File: src/rtl/alu_seq_engine.sv
// Handshaked sequential ALU engine: accepts one (ctrl, x, y) request, computes it with the
// 13-op ALU encoding (variable shifts run bit-serially) and returns out/carry/err on a valid/ready channel.
module alu_seq_engine #(
    parameter int WIDTH = 8
) (
    input  logic             clk,
    input  logic             rst_n,
    input  logic             req_valid,
    output logic             req_ready,
    input  logic [3:0]       req_ctrl,
    input  logic [WIDTH-1:0] req_x,
    input  logic [WIDTH-1:0] req_y,
    output logic             resp_valid,
    input  logic             resp_ready,
    output logic [WIDTH-1:0] resp_out,
    output logic             resp_carry,
    output logic             resp_err
);

    localparam int SHW = $clog2(WIDTH);

    typedef enum logic [1:0] {
        ST_IDLE  = 2'b00,
        ST_EXEC  = 2'b01,
        ST_SHIFT = 2'b10,
        ST_DONE  = 2'b11
    } state_t;

    state_t           state_r;
    state_t           state_nxt_s;
    logic [3:0]       ctrl_r;
    logic [WIDTH-1:0] x_r;
    logic [WIDTH-1:0] y_r;
    logic [WIDTH-1:0] work_r;
    logic [WIDTH-1:0] work_nxt_s;
    logic [SHW-1:0]   count_r;
    logic [SHW-1:0]   count_nxt_s;
    logic [WIDTH-1:0] shifted_s;
    logic             is_shift_s;
    logic             accept_s;
    logic             load_resp_s;
    logic [WIDTH+1:0] resp_nxt_s;
    logic             req_ready_r;
    logic             resp_valid_r;
    logic [WIDTH-1:0] resp_out_r;
    logic             resp_carry_r;
    logic             resp_err_r;

    // Single-cycle ALU result packed as {err, carry, out}; variable shifts are handled serially elsewhere.
    function automatic logic [WIDTH+1:0] alu_eval(
        input logic [3:0]       c,
        input logic [WIDTH-1:0] a,
        input logic [WIDTH-1:0] b
    );
        logic [WIDTH:0]   sum;
        logic [WIDTH+1:0] res;
        sum = {(WIDTH+1){1'b0}};
        res = {(WIDTH+2){1'b0}};
        case (c)
            4'b0000: begin
                sum = {1'b0, a} + {1'b0, b};
                res = {1'b0, sum};
            end
            4'b0001: begin
                sum = {1'b0, a} - {1'b0, b};
                res = {1'b0, sum};
            end
            4'b0010: res = {2'b00, a & b};
            4'b0011: res = {2'b00, a | b};
            4'b0100: res = {2'b00, ~a};
            4'b0101: res = {2'b00, a ^ b};
            4'b0110: res = {2'b00, ~(a | b)};
            4'b0111: res = {2'b00, b};
            4'b1000: res = {2'b00, b};
            4'b1001: res = {2'b00, a[WIDTH-1], a[WIDTH-1:1]};
            4'b1010: res = {2'b00, a[WIDTH-2:0], a[WIDTH-1]};
            4'b1011: res = {2'b00, a[0], a[WIDTH-1:1]};
            4'b1100: res = {2'b00, {(WIDTH-1){1'b0}}, (a == b)};
            default: res = {1'b1, 1'b0, {WIDTH{1'b0}}};
        endcase
        return res;
    endfunction

    assign is_shift_s = (ctrl_r == 4'b0111) || (ctrl_r == 4'b1000);
    assign accept_s   = req_valid && req_ready_r;
    assign shifted_s  = (ctrl_r == 4'b0111) ? {work_r[WIDTH-2:0], 1'b0}
                                            : {1'b0, work_r[WIDTH-1:1]};

    // Next-state, serial shifter and response-load decisions.
    always_comb begin
        state_nxt_s = state_r;
        work_nxt_s  = work_r;
        count_nxt_s = count_r;
        load_resp_s = 1'b0;
        resp_nxt_s  = {resp_err_r, resp_carry_r, resp_out_r};
        case (state_r)
            ST_IDLE: begin
                if (accept_s) begin
                    state_nxt_s = ST_EXEC;
                end else begin
                    state_nxt_s = ST_IDLE;
                end
            end
            ST_EXEC: begin
                if (is_shift_s) begin
                    work_nxt_s  = y_r;
                    count_nxt_s = x_r[SHW-1:0];
                    if (x_r[SHW-1:0] == {SHW{1'b0}}) begin
                        state_nxt_s = ST_DONE;
                        load_resp_s = 1'b1;
                        resp_nxt_s  = {2'b00, y_r};
                    end else begin
                        state_nxt_s = ST_SHIFT;
                    end
                end else begin
                    state_nxt_s = ST_DONE;
                    load_resp_s = 1'b1;
                    resp_nxt_s  = alu_eval(ctrl_r, x_r, y_r);
                end
            end
            ST_SHIFT: begin
                work_nxt_s  = shifted_s;
                count_nxt_s = count_r - SHW'(1);
                if (count_r == SHW'(1)) begin
                    state_nxt_s = ST_DONE;
                    load_resp_s = 1'b1;
                    resp_nxt_s  = {2'b00, shifted_s};
                end else begin
                    state_nxt_s = ST_SHIFT;
                end
            end
            ST_DONE: begin
                if (resp_ready) begin
                    state_nxt_s = ST_IDLE;
                end else begin
                    state_nxt_s = ST_DONE;
                end
            end
            default: begin
                state_nxt_s = ST_IDLE;
            end
        endcase
    end

    // State, operand latches and registered handshake/result outputs.
    always_ff @(posedge clk) begin
        if (!rst_n) begin
            state_r      <= ST_IDLE;
            ctrl_r       <= 4'b0000;
            x_r          <= {WIDTH{1'b0}};
            y_r          <= {WIDTH{1'b0}};
            work_r       <= {WIDTH{1'b0}};
            count_r      <= {SHW{1'b0}};
            req_ready_r  <= 1'b1;
            resp_valid_r <= 1'b0;
            resp_out_r   <= {WIDTH{1'b0}};
            resp_carry_r <= 1'b0;
            resp_err_r   <= 1'b0;
        end else begin
            state_r      <= state_nxt_s;
            work_r       <= work_nxt_s;
            count_r      <= count_nxt_s;
            req_ready_r  <= (state_nxt_s == ST_IDLE);
            resp_valid_r <= (state_nxt_s == ST_DONE);
            if (accept_s) begin
                ctrl_r <= req_ctrl;
                x_r    <= req_x;
                y_r    <= req_y;
            end else begin
                ctrl_r <= ctrl_r;
                x_r    <= x_r;
                y_r    <= y_r;
            end
            if (load_resp_s) begin
                resp_err_r   <= resp_nxt_s[WIDTH+1];
                resp_carry_r <= resp_nxt_s[WIDTH];
                resp_out_r   <= resp_nxt_s[WIDTH-1:0];
            end else begin
                resp_err_r   <= resp_err_r;
                resp_carry_r <= resp_carry_r;
                resp_out_r   <= resp_out_r;
            end
        end
    end

    assign req_ready  = req_ready_r;
    assign resp_valid = resp_valid_r;
    assign resp_out   = resp_out_r;
    assign resp_carry = resp_carry_r;
    assign resp_err   = resp_err_r;

endmodule

File: config.mk
export PLATFORM = sky130hd
export DESIGN_NAME = alu_seq_engine
export DESIGN_NICKNAME = d
export VERILOG_FILES = /design/src/rtl/alu_seq_engine.sv
export SDC_FILE = /design/constraint.sdc
export NUM_CORES = 1
export LEC_CHECK = 0
export CAP_MARGIN = 20
export CORE_ASPECT_RATIO = 1.1
export CORE_UTILIZATION = 62
export DETAILED_ROUTE_END_ITERATION = 12
export PLACE_DENSITY_LB_ADDON = 0.2
export REMOVE_ABC_BUFFERS = 1
export SKIP_CTS_REPAIR_TIMING = 1
export SLEW_MARGIN = 10
export SYNTH_ARGS = -nofsm -noshare
export SYNTH_HDL_FRONTEND = slang
export SYNTH_SLANG_ARGS = --single-unit
File: constraint.sdc
create_clock -name clk -period 6.5 [get_ports clk]
set_clock_uncertainty 0.1 [all_clocks]
set_input_delay 0.65 -clock clk [delete_from_list [all_inputs] [get_ports clk]]
set_output_delay 0.65 -clock clk [all_outputs]
set_load 0.01 [all_outputs]
==> results_dict.tcl <==
set metrics [dict create \
    status "completed" \
    drv_slew 0 \
    drive_gt1_share_pct 6.18 \
    cp-end-kind "flop" \
    vias_per_cell 6.48 \
    num-fill-cells 484 \
    synth_top_area_share_pct 24.1 \
    synth_warnings 0 \
    htreeDepth 2 \
    fin_nets 558 \
    antenna_found_initial 0 \
    die_w_um 76.1 \
    critPathKind "reg2reg" \
    dp_cells 571 \
    grt_pass1_vias 3476 \
    rsz0062_at_grt "false" \
    start_util_pct 64.5 \
    hold_path_class "reg2reg" \
    synthAdderAreaFrac_pct 11.4 \
    synth_enable_flop_cells 0 \
    drc_errors 0 \
    finalHoldViolCount 0 \
    vias 3752 \
    crit_chain "buf_4, nand4b_2, o31a_1, a21oi_1, o221ai_1, o211a_1" \
    cts.sink_count 45 \
    critPathMaxFanout 37 \
    drt-initial-drc-count 423 \
    max-vdd-ir-drop_mv 0.266 \
    grt_pass1_wl_um 16600 \
    startpoint_type "flop" \
    dp_hpwl_um 7420 \
    synthTopCellsByArea "dfxtp_1 24%, ha_1 10%, nand2_1 7.3%" \
    io_buffers 35 \
    track_usage_pct 32.5 \
    postSynthAreaPerCell_sq_um 7.67 \
    placed_area_sq_um 4060 \
    gp_congestion 1.07 \
    reg2reg_depth 6 \
    synth.cell_area_sq_um 3740 \
    ys_async_sr_fraction_pct 0 \
    numCtsBuffers 5 \
    crit_path_end "work_r[7]" \
    clock_latency_ns 0.30 \
    die_h_um 83.5 \
    dieArea_sq_um 6350 \
    powerDensity_nw_per_um2 300 \
    reg2reg_slack_ns 3.56 \
    yosys_most_used_dff "dfxtp_1" \
    cp_slowest_cell "a21oi_1" \
    wl_per_cell_um 17.8 \
    synth_cell_types 64 \
    total_leakage_power_nw 1.55 \
    finalSetupTns_ns 0 \
    grt-ovfl-total 0 \
    critical_path_arrival_ns 3.05 \
    yosysSeqAreaShare_pct 24.1 \
    synth-simple-area-share_pct 21.9 \
    routed_wl_um 10300 \
    max_cap_viol_count 0 \
    regToRegEndpoint "work_r[7]" \
    synth.most_common_cell "nand2_1" \
    cts_buffer_depth 2 \
    worst-path-stages 6 \
    path_buf_inv 1 \
    areaGrowthSynthToFinish_pct 11.4 \
    core_sq_um 5810 \
    firstDrtPassIters 5 \
    muxShareOfSynthArea_pct 3.38 \
    core.rowCount 29 \
    finalSetupViolations 0 \
    ioPinCount 36 \
    fmax_ghz 0.340 \
    fin_crit_sh_pct 45.2 \
    ys_ff_latch 45 \
    hold_ws_ns 0.380 \
    hold_path_depth 2 \
    synth-xor-area-share_pct 1.40 \
    netlist_instances 488 \
    design_area_sq_um 4170 \
    clk_pin_slew_ns 0.09 \
    synth_common_cells "73 x nand2_1, 45 x dfxtp_1, 31 x ha_1, 31 x inv_1, 30 x o21ai_0" \
    maxSlewHeadroom_pct 31.0 \
    synth_compound_area_share_pct 29.9 \
    finalNonFillerCells 579 \
    clock_tree.root_cell "clkbuf_8" \
    grt_max_degree 49 \
    crit_family "compound AO/OA/AOI/OAI gates" \
    insertedDiodeCount 0 \
    synth_top_family_by_area "compound AO/OA/AOI/OAI gates" \
    fin_crit_ns 2.94 \
    worst_pin_slew_ns 1.03 \
    rr_startpoint "ctrl_r[0]" \
    cts_tree "yes" \
    total_power_w 0.00125 \
    crit_path_start "ctrl_r[0]" \
    yosys.area.top_type "dfxtp_1" \
    crit_required_ns 6.61 \
    max_stage_delay_ns 0.84 \
    ant_nets 0 \
]
[through the flow]
stage          setup WS [ns]  util (%)
3_5_place_dp            3.65      70.0
6_report                3.56      71.8
2_1_floorplan           3.61         -
5_1_grt                 3.39      71.8
4_1_cts                 3.66      71.8
3_3_place_gp            3.74      70.0
[power by group]
group          leakage [nW]  internal [W]  switching, W  total, W
logic                  1.13      0.000261      0.000398  0.000659
registers             0.368      0.000336     0.0000553  0.000391
clock network        0.0549     0.0000984      0.000104  0.000202
[worst min path at each step]
| stage | startpoint | end | slack, ns |
|---|---|---|---|
| final | resp_carry | resp_carry | 0.38 |
| after global routing | count_r[1] | count_r[1] | 0.40 |
| after CTS | resp_carry | resp_carry | 0.38 |
| after detailed placement | resp_carry | resp_carry | 0.37 |
| after global placement | count_r[1] | count_r[1] | 0.35 |
| after floorplan | count_r[1] | count_r[1] | 0.34 |
[logic make-up after synthesis]
family	after synthesis
AOI/OAI and AO/OA	160
xor gates and xnor gates	6
adders and majority gates	33
buffers and inverters	67
DFF	45
muxes	11
and+or+nand+nor	166
[metal layers]
metal | routed length, um | vias up | track usage (%)
li1 | - | 1771 | -
met1 | 4120 | 1732 | 38.9
met2 | 4870 | 202 | 55.2
met3 | 729 | 47 | 4.15
met4 | 595 | 0 | 20.5
met5 | 0 | - | 0
[final cells by class]
cell class / count / area (sq um) / share of cell area, %
clock buffers: 7 / 96.3 / 2.31
clock inverters: 1 / 8.76 / 0.210
inverters: 31 / 116 / 2.79
multi-input cells: 376 / 2550 / 61.1
flip-flops and latches: 45 / 901 / 21.6
well taps: 77 / 96.3 / 2.31
repair buffers: 42 / 403 / 9.66
[layout by cell type (no fill, tap or decap), types with 4 or more instances in the layout]
cell,n
a21oi_1,22
clkbuf_8,7
nand3_1,12
nand2_1,73
a22oi_1,5
and3_1,4
buf_4,7
nand2b_1,14
a21o_1,5
clkdlybuf4s50_1,35
nor2b_1,6
inv_1,31
ha_1,31
a32oi_1,7
nor3b_1,4
nor2_1,26
o22ai_1,7
a21boi_0,29
a211oi_1,6
xnor2_1,5
o21ai_0,30
o211ai_1,12
mux2i_1,7
nor3_1,6
a31oi_1,11
dfxtp_1,45
[worst min-delay path: stages, from the launching register on]
cell and delay, ns:
dfxtp_1 0.32, nand2_1 0.05, o22ai_1 0.06
[registers in the layout, indices dropped and copies added (netlist names), 2 cells and up]
signal	flops
resp_out	8
work_r	8
x_r	8
y_r	8
ctrl_r	4
count_r	3
state_r	2
Note: power is estimated with default switching activity, not from simulation.
